===== config.mk =====
export PLATFORM = sky130hd
export DESIGN_NAME = mul32_seq_ctrl
export DESIGN_NICKNAME = d
export VERILOG_FILES = /design/src/rtl/mul32_seq_ctrl_pkg.sv /design/src/rtl/mul32_seq_ctrl_fa32.sv /design/src/rtl/mul32_seq_ctrl.sv
export SDC_FILE = /design/constraint.sdc
export NUM_CORES = 1
export LEC_CHECK = 0
export ABC_AREA = 1
export ABC_CLOCK_PERIOD_IN_PS = 3250
export CORE_MARGIN = 4
export CORE_UTILIZATION = 40
export DETAILED_ROUTE_END_ITERATION = 10
export DONT_BUFFER_PORTS = 1
export GPL_ROUTABILITY_DRIVEN = 0
export PLACE_DENSITY = 0.55
export SLEW_MARGIN = 20
export SYNTH_ARGS = -nofsm -noshare
export SYNTH_HDL_FRONTEND = slang
export SYNTH_HIERARCHICAL = 1
export SYNTH_SLANG_ARGS = --single-unit

===== constraint.sdc =====
create_clock -name clk -period 3.25 [get_ports clk]
set_input_delay 0.4875 -clock clk [delete_from_list [all_inputs] [get_ports clk]]
set_output_delay 0.4875 -clock clk [all_outputs]
set_load 0.02 [all_outputs]

===== src/rtl/mul32_seq_ctrl_pkg.sv =====
// Shared constants for the sequential 32x32 shift-and-add multiplier:
// FSM state encoding and iteration counter sizing.
package mul32_seq_ctrl_pkg;

    localparam logic [1:0] S_IDLE = 2'd0;
    localparam logic [1:0] S_RUN  = 2'd1;
    localparam logic [1:0] S_DONE = 2'd2;

    localparam int ITER    = 32;
    localparam int COUNT_W = 5;

    // Counter value on the final RUN iteration.
    localparam logic [COUNT_W-1:0] LAST_ITER = COUNT_W'(ITER - 1);

endpackage


===== src/rtl/mul32_seq_ctrl_fa32.sv =====
// FullAdder32: plain combinational 32-bit adder with carry-in and carry-out.
// This is the single adder that the multiplier time-shares over its iterations.
module mul32_seq_ctrl_fa32 (
    input  logic [31:0] In1,
    input  logic [31:0] In2,
    input  logic        CI,
    output logic [31:0] Out,
    output logic        CO
);

    // 33-bit sum so the carry-out falls out of the top bit.
    assign {CO, Out} = {1'b0, In1} + {1'b0, In2} + {32'b0, CI};

endmodule


===== src/rtl/mul32_seq_ctrl.sv =====
// Sequential unsigned 32x32->64 multiplier controller.
// One adder is reused for 32 shift-and-add iterations; the 64-bit P register
// holds {partial high, remaining multiplier bits} and shifts right each cycle.
//
// Handshake: operands transfer on a clock edge where in_valid && in_ready;
// the result transfers on an edge where out_valid && out_ready. Product is
// held stable while out_valid is high and not yet taken. abort wins over
// both handshakes and returns the block to IDLE on the next edge.
module mul32_seq_ctrl
    import mul32_seq_ctrl_pkg::*;
#(
    parameter int WIDTH     = 32,
    parameter int ZERO_SKIP = 1
) (
    input  logic                 clk,
    input  logic                 rst_n,
    input  logic                 in_valid,
    output logic                 in_ready,
    input  logic [WIDTH-1:0]     OpA,
    input  logic [WIDTH-1:0]     OpB,
    input  logic                 abort,
    output logic                 out_valid,
    input  logic                 out_ready,
    output logic [2*WIDTH-1:0]   Product,
    output logic                 busy
);

    logic [1:0]         state;
    logic [COUNT_W-1:0] count;
    logic [WIDTH-1:0]   a_reg;
    logic [2*WIDTH-1:0] p;

    logic [WIDTH-1:0]   add_in2;
    logic [WIDTH-1:0]   add_sum;
    logic               add_co;
    logic               zero_op;

    // Add the multiplicand into the high half only when the current multiplier bit is set.
    assign add_in2 = p[0] ? a_reg : '0;
    assign zero_op = (ZERO_SKIP != 0) && ((OpA == '0) || (OpB == '0));

    mul32_seq_ctrl_fa32 u_full_adder32 (
        .In1 (p[2*WIDTH-1:WIDTH]),
        .In2 (add_in2),
        .CI  (1'b0),
        .Out (add_sum),
        .CO  (add_co)
    );

    // Controller FSM, iteration counter and P shift register.
    always_ff @(posedge clk or negedge rst_n) begin
        if (!rst_n) begin
            state <= S_IDLE;
            count <= '0;
            a_reg <= '0;
            p     <= '0;
        end else if (abort) begin
            // P is deliberately left alone; Product is masked outside DONE.
            state <= S_IDLE;
        end else begin
            case (state)
                S_IDLE: begin
                    if (in_valid) begin
                        a_reg <= OpA;
                        count <= '0;
                        if (zero_op) begin
                            p     <= '0;
                            state <= S_DONE;
                        end else begin
                            p     <= {{WIDTH{1'b0}}, OpB};
                            state <= S_RUN;
                        end
                    end
                end
                S_RUN: begin
                    // 65-bit {carry, sum, low half} shifted right by one.
                    p     <= {add_co, add_sum, p[WIDTH-1:1]};
                    count <= count + 1'b1;
                    if (count == LAST_ITER) begin
                        state <= S_DONE;
                    end
                end
                S_DONE: begin
                    if (out_ready) begin
                        state <= S_IDLE;
                    end
                end
                default: state <= S_IDLE;
            endcase
        end
    end

    // Status and result outputs decoded from the state register.
    always_comb begin
        in_ready  = (state == S_IDLE);
        out_valid = (state == S_DONE);
        busy      = (state != S_IDLE);
        Product   = out_valid ? p : '0;
    end

endmodule

After elaboration in Yosys (flattened, before gate mapping). Cells that the tools add are included.

Logic and storage cells: 36. Register bits after elaboration: 103.

Muxes and demuxes: 13. Bitwise gates (word level): 1. Reductions and logical operators: 9. Add/sub/neg operators: 2. Eq/ne operators: 7.

Operator list (number): $mux 64 (2); $pmux 64 s2 (1); $logic_not 32->1 (2); $mux 32 (2); $add 32x32->33 (1); $mux 2 (5); $pmux 5 s2 (1); $reduce_and 3->1 (3); $ne 3x2->1 const B (2); $pmux 2 s3 (1); $add 5x1->5 const B (1); $eq 5x5->1 const B (1); $mux 5 (1); $reduce_bool 2->1 (2); $ne 3x3->1 const B (1); $eq 2x1->1 const B (1); $eq 2x2->1 const B (1); $logic_not 2->1 (1); $ne 2x2->1 const B (1); $logic_or 1x1->1 (1); $not 1->1 (1).

Logic depth before layout (Yosys ltp). Gate-level depths: netlist (run 1).

Depth in word-level cells: 6. Depth in mapped cells: 17. Mapped depth without buffers: 16.

Hierarchy. The synthesis (run 1) kept the hierarchy.

Modules (own cells, without submodules): mul32_seq_ctrl (cells each 796, instances 1, area each 5567.8 um2, sequential area each 2577.5 um2); mul32_seq_ctrl_fa32 (cells each 502, instances 1, area each 2381.0 um2, sequential area each 0.0 um2).

Least setup slack after synthesis (run 1). No wires, ideal clock.

Kind: register to register. From: register p[0]. To: register p[51]. Arrival time: 2.209 ns. Clock period less this slack: 2.339 ns. Slack: 0.911 ns. Cell stages (with the launch flop): 18. Buffers on the path: 1. Cells stage by stage: dfrtp_1 > clkbuf_1 > nand2_1 > inv_1 > fa_1 > fa_1 > nand3_1 > nand3_1 > nand2_1 > nand2_2 > nand2_1 > nand2_2 > nand2_1 > nand2_1 > nand2_1 > nand2_1 > nand3_1 > o21ai_0.

Cells in the longest elaborated chain, start to end: 3.

RTL lines: start: declaration (RTL line mul32_seq_ctrl.sv:31) `logic [2*WIDTH-1:0] p;`; start signal: assignment (RTL line mul32_seq_ctrl.sv:70) `p <= {{WIDTH{1'b0}}, OpB};`; start signal: assignment (RTL line mul32_seq_ctrl.sv:77) `p <= {add_co, add_sum, p[WIDTH-1:1]};`; $mux 32 (RTL line mul32_seq_ctrl.sv:39) `assign add_in2 = p[0] ? a_reg : '0;`; via add_in2[0] (RTL line mul32_seq_ctrl.sv:33) `logic [WIDTH-1:0] add_in2;`; $add 32x32->33 (RTL line mul32_seq_ctrl_fa32.sv:12) `assign {CO, Out} = {1'b0, In1} + {1'b0, In2} + {32'b0, CI};`; via add_sum[20] (RTL line mul32_seq_ctrl.sv:34) `logic [WIDTH-1:0] add_sum;`; $pmux 64 s2 (RTL line mul32_seq_ctrl.sv:61) `case (state)`.

The timed path passes the listed nets, and every way through them passes these cells. A chain may end at the register's enable or synchronous reset.

Worst setup path in the final report (run 1).
From: register p[0]. To: register p[63].

Cells in the longest elaborated chain, start to end: 3.

RTL lines: $mux 32 (RTL line mul32_seq_ctrl.sv:39); via add_in2[0] (RTL line mul32_seq_ctrl.sv:33); $add 32x32->33 (RTL line mul32_seq_ctrl_fa32.sv:12); via add_co (RTL line mul32_seq_ctrl.sv:35) `logic add_co;`; $pmux 64 s2 (RTL line mul32_seq_ctrl.sv:61).

The timed path passes the listed nets, and every way through them passes these cells.

==> flow_metrics.py, run 1 <==
metrics = {
    "power_and_ir_drop": {
        "peakVddDrop_v": 0.0002928,
        "p_total_mw": 5.946,
        "cellPowerDensity_nw_per_um2": 704.9,
        "leakagePower_nw": 5.066,
    },
    "cts": {
        "clock_latency_ns": 0.35,
        "cts_setup_buffers": 0,
        "htreeDepth": 3,
        "clk_pin_slew_ns": 0.07,
        "cts_tree": "yes",
        "cts_buffers": 9,
        "cts_sinks": 103,
        "cts_buffer_depth": 2,
        "cts-root-buf": "clkbuf_16",
        "post_cts_resized": 0,
    },
    "finish": {
        "postLayoutCellArea_um2": 8436,
        "nets": 1378,
        "diodes": 0,
        "fin_cells": 1544,
        "largest_reg_flops": 64,
        "drive_gt1_share_pct": 3.753,
        "area_growth_pct": 6.123,
        "fill_cells": 2197,
        "post-route-util_pct": 43.20,
    },
    "global_routing": {
        "first_global_vias": 7320,
        "antenna_found_initial": 0,
        "grt_use_total_pct": 20.93,
        "grt_max_degree": 104,
        "grt_pass1_wl_um": 37460,
        "grt_remaining_overflow": 0,
    },
    "timing": {
        "rsz0062_at_grt": "false",
        "setup_ws_ns": 0.5677,
        "finalCritPeriodShare_pct": 82.53,
        "hold_violations": 0,
        "whs_ns": 0.09203,
        "setup_viol": 0,
        "fin_crit_ns": 2.682,
        "worstMarginPinSlew_ns": 0.9417,
        "slew_headroom_pct": 37.22,
        "fmax_mhz": 372.8,
        "maxSlewViolCount": 0,
        "fin_skew_ns": 0.009851,
        "fin_tns_setup_ns": 0,
    },
    "critical_path": {
        "critical_path_class": "register to register",
        "critPathTopFamily": "simple AND/OR/NAND/NOR gates",
        "critical_path.slowest_cell": "fa_1",
        "required_ns": 3.44,
        "cpMostUsedCell": "nand3_1",
        "path_buf_inv": 2,
        "worstPathArrival_ns": 2.87,
        "worstPathCellList": "buf_4 -> nand2_1 -> inv_1 -> fa_1 -> fa_1 -> nand3_1 -> nand3_1 -> nand2_1 -> nand2_2 -> nand3_1 -> nand3_1 -> nand2_1 -> nand2_1 -> nand3_1 -> o21ai_0",
        "r2r-start": "p[0]$_DFFE_PN0P_",
        "reg2reg_slack_ns": 0.57,
        "max_stage_delay_ns": 0.47,
        "crit_fanout": 18,
        "regToRegEndpoint": "p[63]$_DFFE_PN0P_",
        "rr_worst_depth": 15,
        "start_kind": "register",
        "worstSetupEndpointType": "register",
    },
    "route": {
        "avgViaCountPerCell": 4.810,
        "drcViolationCount": 0,
        "wl_per_cell_um": 14.80,
        "ant_nets": 0,
        "via_count": 7426,
        "drt_first_pass_iters": 5,
        "wirelength_um": 22850,
        "drt_iter0_drc": 455,
    },
    "place": {
        "dpl_cell_area_um2": 8133,
        "dp_slack_ns": 0.5737,
        "placed_cells": 1527,
        "dp_hpwl_um": 17070,
        "port_buffers": 0,
    },
    "synth": {
        "synth_seq_area_share_pct": 32.43,
        "synth_seq_cells": 103,
        "yosysTopAreaCell": "dfrtp_1",
        "avgSynthCellArea_um2": 6.124,
        "syn_inst": 1298,
        "yosys_warnings": 6,
        "netlist.area_leader.share_pct": 32.43,
        "netlist-cell-type-count": 32,
        "synth_common_cells": "nand2_1, inv_1, nor2_1, dfrtp_1, nand3_1",
        "synth_nets": 1402,
        "ys.flop_type": "dfrtp_1",
        "async_flop_share_pct": 100.0,
        "synth_area_um2": 7949,
        "ys_top_cells_by_area": "dfrtp_1, nand2_1, inv_1, nor2_1, nand3_1",
        "synth_edf_count": 0,
        "synth_most_common_cell": "nand2_1",
    },
    "status": {
        "status": "complete, no violations",
    },
    "worst_hold_path": {
        "holdCritPathClass": "input pin to asynchronous set/reset pin",
    },
    "floorplanning": {
        "coreArea_um2": 19530,
        "io_pins": 136,
        "chipHeight_um": 149.0,
        "die_area_um2": 22190,
        "rows": 51,
        "start_util_pct": 40.71,
        "die_w_um": 149.0,
    },
    "job": {
        "drv_cap": 0,
    },
}
-- metal layers --
metal  share of wire, %  vias to the layer above  global-route usage, %  routed length, µm
li1                   -                     3866                      -                  -
met2                 47                      127                  34.58              10820
met5                  0                        -                      0                  0
met1                 47                     3415                  28.25              10660
met3                4.6                       18                  4.254               1057
met4                1.3                        0                  5.126                307
-- kinds of logic (layout without fill, tap and decap cells) --
kind of cell | after synthesis | count (layout) | synth area share (%)
compound gates | 151 | 151 | 9.885
xor+xnor | 15 | 15 | 1.653
fa+ha+maj | 35 | 35 | 5.698
buf+inv | 329 | 310 | 16.40
flops | 103 | 103 | 32.43
other cells | 1 | 1 | 0.04718
simple gates | 664 | 664 | 33.89
-- worst max-delay path by stage --
| stage | start | endpoint | slack, ns | depth (start not counted) |
|---|---|---|---|---|
| after floorplan | p[0]$_DFFE_PN0P_ | p[51]$_DFFE_PN0P_ | 0.91 | 17 |
| after global placement | p[0]$_DFFE_PN0P_ | p[51]$_DFFE_PN0P_ | 0.64 | 17 |
| after detailed placement | p[0]$_DFFE_PN0P_ | p[63]$_DFFE_PN0P_ | 0.57 | 15 |
| after CTS | p[0]$_DFFE_PN0P_ | p[63]$_DFFE_PN0P_ | 0.57 | 15 |
| after global routing | p[0]$_DFFE_PN0P_ | p[59]$_DFFE_PN0P_ | 0.35 | 17 |
| final | p[0]$_DFFE_PN0P_ | p[63]$_DFFE_PN0P_ | 0.57 | 15 |
-- layout make-up --
| cell class | count | area, µm² | area share, % |
|---|---|---|---|
| inverter | 282 | 1059 | 12.55 |
| clock buffer | 11 | 242.7 | 2.877 |
| multi-input combinational | 866 | 4070 | 48.25 |
| tap | 265 | 331.6 | 3.931 |
| clock inverter | 5 | 32.53 | 0.3856 |
| sequential | 103 | 2577 | 30.55 |
| timing repair buffer | 12 | 122.6 | 1.454 |
-- where the power goes --
| part | switching [mW] | internal [mW] | total, mW | leakage, nW |
|---|---|---|---|---|
| Combinational | 1.87 | 0.946 | 2.82 | 3.65 |
| Clock | 0.519 | 0.543 | 1.06 | 0.140 |
| Sequential | 0.330 | 1.74 | 2.07 | 1.28 |
| Total | 2.72 | 3.23 | 5.95 | 5.07 |
-- cell usage in the layout, fill, tap and decap left out, types with 7 or more instances in the layout --
master	synthesis	routed
a21oi_1	85	85
buf_4	5	10
clkbuf_16	0	9
dfrtp_1	103	103
ha_1	33	33
inv_1	278	278
nand2_1	344	343
nand2_2	7	8
nand3_1	94	94
nand4_1	8	8
nor2_1	197	197
nor3_1	7	7
o21ai_0	38	38
o21ai_1	18	18
xor2_1	15	15
-- what timing repair did --
| item | CTS | global route |
|---|---|---|
| hold buffers | 1 | 0 |
| setup endpoints to repair | 0 | 0 |
| hold endpoints to repair | 103 | 0 |
(Power assumes the default switching activity.)
==> run 2: changes to the inputs <==
- ABC_CLOCK_PERIOD_IN_PS: 3250 -> 2650
- clock period: 3.25 -> 2.65 ns (I/O delays scaled with it)
==> flow_metrics.py, run 2 (same netlist as run 1, synthesis figures left out) <==
metrics = {
    "critical_path": {
        "worstPathArrival_ns": 2.61,
        "crit_fanout": 4,
        "cp-endpoint": "p[51]$_DFFE_PN0P_",
        "crit_start": "p[0]$_DFFE_PN0P_",
        "critical_path_class": "register to register",
        "start_kind": "register",
        "required_ns": 2.89,
        "r2r-start": "p[0]$_DFFE_PN0P_",
        "reg2reg_slack_ns": 0.27,
        "worstSetupEndpointType": "register",
        "regToRegEndpoint": "p[51]$_DFFE_PN0P_",
        "rr_worst_depth": 16,
    },
    "status": {
        "violations": "hold timing",
        "status": "complete, but fails checks",
    },
    "cts": {
        "clock_latency_ns": 0.35,
        "cts_buffers": 9,
        "cts_buffer_depth": 2,
        "cts_sinks": 103,
        "clk_pin_slew_ns": 0.07,
        "cts_tree": "yes",
        "cts-root-buf": "clkbuf_16",
        "htreeDepth": 3,
    },
    "power_and_ir_drop": {
        "leakagePower_nw": 5.066,
        "cellPowerDensity_nw_per_um2": 872.2,
        "peakVddDrop_v": 0.0003509,
    },
    "floorplanning": {
        "rows": 51,
        "coreArea_um2": 19530,
        "die_area_um2": 22190,
        "chipHeight_um": 149.0,
        "die_w_um": 149.0,
        "io_pins": 136,
        "start_util_pct": 40.71,
    },
    "timing": {
        "fin_tns_setup_ns": 0,
        "hold_violations": 103,
        "finalCritPeriodShare_pct": 89.63,
        "maxSlewViolCount": 0,
        "whs_ns": -0.2645,
        "fin_crit_ns": 2.375,
        "fin_skew_ns": 0.006912,
        "fmax_mhz": 421.0,
        "slew_headroom_pct": 35.92,
        "worstMarginPinSlew_ns": 0.9613,
        "setup_viol": 0,
        "rsz0062_at_grt": "false",
    },
    "finish": {
        "area_growth_pct": 6.485,
        "largest_reg_flops": 64,
        "final_cell_mix": "nand2_1, inv_1, nor2_1",
        "fill_cells": 2207,
        "diodes": 0,
        "multiInputGateArea_um2": 4073,
        "final_common_cell": "nand2_1",
        "drive_gt1_share_pct": 3.750,
        "nets": 1380,
        "ff_latch_area_um2": 2577,
        "post-route-util_pct": 43.35,
    },
    "worst_hold_path": {
        "holdCritPathClass": "input pin to asynchronous set/reset pin",
    },
    "global_routing": {
        "grt_pass1_wl_um": 37830,
        "grt_max_degree": 104,
        "grt_remaining_overflow": 0,
        "antenna_found_initial": 0,
        "grt_use_total_pct": 21.12,
        "first_global_vias": 7545,
    },
    "route": {
        "avgViaCountPerCell": 4.839,
        "drt_first_pass_iters": 5,
        "wirelength_um": 22960,
        "via_count": 7477,
        "wl_per_cell_um": 14.86,
        "drcViolationCount": 0,
        "drt_iter0_drc": 387,
        "ant_nets": 0,
    },
    "place": {
        "dp_hpwl_um": 17230,
        "port_buffers": 0,
    },
    "job": {
        "drv_cap": 0,
    },
}
-- run 2: report_power, final --
part | internal (mW) | switching [mW]
sequential | 2.13 | 0.418
combinational | 1.19 | 2.29
clock | 0.731 | 0.633
-- run 2: per-layer routing --
layer,track usage [%],routed length (µm),share of wire [%],vias up
li1,-,-,-,3860
met1,28.74,10710,47,3452
met2,34.94,10750,47,152
met3,4.467,1298,5.7,13
met4,4.348,198,0.86,0
met5,0,0,0,-
-- run 2: how the worst min path moves through the flow --
stage,cells past startpoint,startpoint,to
finish,0,rst_n,p[10]$_DFFE_PN0P_
global route,0,rst_n,p[11]$_DFFE_PN0P_
CTS,0,rst_n,p[10]$_DFFE_PN0P_
detailed placement,0,rst_n,p[10]$_DFFE_PN0P_
global placement,0,rst_n,p[10]$_DFFE_PN0P_
floorplan,0,rst_n,a_reg[0]$_DFFE_PN0P_
-- run 2: through the flow --
stage | cell area [µm²] | instances | setup WS, ns | power, mW | hold WS, ns
floorplan | 7949 | 1298 | 0.3110 | 5.110 | 0.1019
global placement | 8180 | 1530 | 0.2494 | 6.031 | 0.1066
detailed placement | 8180 | 1530 | 0.1948 | 6.036 | 0.1064
CTS | 8462 | 1545 | 0.1916 | 7.424 | -0.2768
global route | 8464 | 1545 | 0.006246 | 8.078 | -0.2817
finish | 8464 | 1545 | 0.2747 | 7.382 | -0.2645
-- run 2: final cells by class --
type / instances / area share (%)
Clock inverter: 3 / 0.5322
Inverter: 282 / 12.51
Multi-Input combinational cell: 866 / 48.12
Clock buffer: 12 / 2.794
Tap cell: 265 / 3.917
Sequential cell: 103 / 30.45
Timing Repair Buffer: 14 / 1.685
-- run 2: what timing repair did --
item                                   4_1_cts  5_1_grt
setup endpoints to repair                    0        3
endpoints found under the hold margin      103      103
setup buffers                                0        0
gates resized for setup                      0        1
-- run 2: worst max-delay path, cell delays in order (launching register included) --
cell	delay, ns
dfrtp_1	0.39
nand2_1	0.06
inv_1	0.04
fa_1	0.44
fa_2	0.41
nand3_1	0.10
nand3_1	0.11
nand2_1	0.09
nand2_2	0.08
nand2_1	0.09
nand2_2	0.07
nand2_1	0.08
nand2_1	0.05
nand2_1	0.05
nand2_1	0.05
nand3_1	0.07
o21ai_0	0.08
==> edit, RTL diff (settings of run 1) <==
Reset style: synchronous (`rst_n`), changed in one clocked block.
--- a/src/rtl/mul32_seq_ctrl.sv
+++ b/src/rtl/mul32_seq_ctrl.sv
@@ -49,5 +49,5 @@
 
     // Controller FSM, iteration counter and P shift register.
-    always_ff @(posedge clk or negedge rst_n) begin
+    always_ff @(posedge clk) begin
         if (!rst_n) begin
             state <= S_IDLE;
Function: differs if rst_n is asserted again (counterexample within 4 cycles, from zero or initial values and one cycle with rst_n low); with rst_n held inactive, the same outputs for 10 cycles.
==> edit against run 1 <==
  * Highest routed layer unchanged
  * Utilization is 0.078 points lower
  * Register-to-register slack better by 0.08 ns
  * Worst setup slack better by 0.0097 ns
  * First-iteration DRC count is 2.2% higher
  * Sequential cell count stayed put
  * Routed wire length is 0.81% lower
  * Cell count is 0.19% lower
  * Sequential share of layout area is 5.2 points lower
  * Design area is 3.7% lower
  * Area after synthesis is 3.1% lower
  * Critical endpoint is now Product[51]
Power is not compared: it rests on default switching activity, and its combinational part moved more than twofold at a synthesized area within 25%.
==> edit: results (changes against run 1) <==
CP Max Fanout 66 (was 18); largest net degree at the start of global routing 70 (was 104); Final setup viols 0 (unchanged); largest vdd supply drop about 0.27 mV; Synth top cells by count nand2_1, inv_1, nor2_1, a21oi_1, dfxtp_1 (was nand2_1, inv_1, nor2_1, dfrtp_1, nand3_1); crit path to Product[51] (was p[63]); worst hold-check path type input pin to register (was input pin to asynchronous set/reset pin); P_int between 0.002 and 0.0025 W; Mapped Cells 1,312 (was 1,298); First-pass DRT Iterations 5 (unchanged); routed len/inst 14.71 um (was 14.80 um); Slew headroom 0.5450 (was 0.3722); reg2reg end p[59] (was p[63]); top post-synthesis cells by area dfxtp_1, nand2_1, inv_1, nor2_1, a21oi_1 (was dfrtp_1, nand2_1, inv_1, nor2_1, nand3_1); P_leak roughly 4.5 nW; max FFs per register 64 (unchanged); r2r startpoint p[0] (unchanged); vias in the first global route 7,161 (was 7,320); fin nets 1,380 (was 1,378); total CTS buffers 9 (unchanged); mean number of vias per cell 4.851 (was 4.810); fraction of registers with async set/reset 0 (was 1.000); Post-Route WL 22,660 um (was 22,850 um); WP data arrival 2.19 ns (was 2.87 ns); initial DRC count 465 (was 455); layout cells sized above 1 0.04059 (was 0.03753); global-route wire length before repair 36,660 um (was 37,460 um); Placed Cells 1,525 (was 1,527); hpwl dp 17,040 um (was 17,070 um); post-synthesis sequential area ratio 0.2676 (was 0.3243); fillcell total 2,162 (was 2,197); R2R setup slack 0.65 ns (was 0.57 ns); worst r2r path cells 16 (was 15); worst setup path startpoint state[1] (was p[0]); gr usage total 0.2067 (was 0.2093); status finished clean (unchanged); post-synthesis cell type count 37 (was 32); Setup Skew 0.008587 ns (was 0.009851 ns)
==> edit: cell count changes after synthesis, moves of 8 or more <==
cell,before,now
a211oi_1,0,24
a211oi_2,0,8
a21oi_1,85,136
buf_2,10,26
dfrtp_1,103,0
dfxtp_1,0,103
inv_1,278,269
nand2_1,344,289
nand3_1,94,63
o21ai_0,38,65
o21ai_1,18,2
==> edit: routing by layer <==
metal  global-route usage  vias up  share of wire
li1                     -     3971              -
met1               0.2780     3325           0.47
met2               0.3339      158           0.45
met3              0.05305       22          0.058
met4              0.04751        0          0.013
met5                    0        -              0
==> edit: what timing repair did <==
item                                    CTS  global route
endpoints found under the setup margin    0            64
gates resized for setup                   0             1
hold endpoints to repair                  0             0
==> edit: cells by family (layout without fill, tap and decap cells) <==
logic type / Yosys count / in the layout / synth area share
AO/OA/AOI/OAI: 239 / 239 / 0.1726
adder cells (fa/ha/maj): 35 / 35 / 0.05879
buffers and inverters: 332 / 301 / 0.1733
AND/OR/NAND/NOR: 587 / 587 / 0.3102
other: 1 / 1 / 0.0004867
XOR/XNOR: 15 / 15 / 0.01705
flip-flops: 103 / 103 / 0.2676
==> edit: stage by stage <==
step           instance area, um^2  total power, W  hold slack, ns  setup WS (ns)
5_1_grt                       8120        0.003212          0.2480         0.3450
3_5_place_dp                  7815        0.001928          0.4657         0.6523
3_3_place_gp                  7815        0.001928          0.4621         0.6710
2_1_floorplan                 7705        0.001823          0.4479         0.7012
6_report                      8120        0.003055          0.2610         0.5774
4_1_cts                       8118        0.003088          0.2493         0.3885
==> edit: worst min path at each step <==
| stage | start | endpoint | slack (ns) | cells past startpoint |
|---|---|---|---|---|
| 6_report | rst_n | p[16] | 0.26 | 2 |
| 5_1_grt | rst_n | p[19] | 0.25 | 2 |
| 4_1_cts | rst_n | p[16] | 0.25 | 2 |
| 3_5_place_dp | count[4] | count[4] | 0.47 | 2 |
| 3_3_place_gp | count[4] | count[4] | 0.46 | 2 |
| 2_1_floorplan | count[4] | count[4] | 0.45 | 2 |
==> edit: critical path, cell delays in order, from the launching register on <==
cell	delay [ns]
dfxtp_1	0.39
inv_2	0.08
nor2_1	0.46
inv_4	0.39
nor2_1	0.46
==> edit: area by class of cell <==
cell class                 instances  share of cell area
clock inverter                     7            0.009553
sequential                       103              0.2539
multi-input combinational        877              0.5305
inverter                         275              0.1274
clock buffer                       9             0.02773
timing repair buffer              10             0.01079
tap                              260             0.04006
==> edit: power groups by stage <==
stage          clock, W  combinational (W)  sequential, W
2_1_floorplan         0           0.000402        0.00142
3_3_place_gp          0           0.000482        0.00145
3_5_place_dp          0           0.000483        0.00144
4_1_cts         0.00119           0.000487        0.00142
5_1_grt         0.00123           0.000556        0.00143
6_report        0.00115           0.000484        0.00142
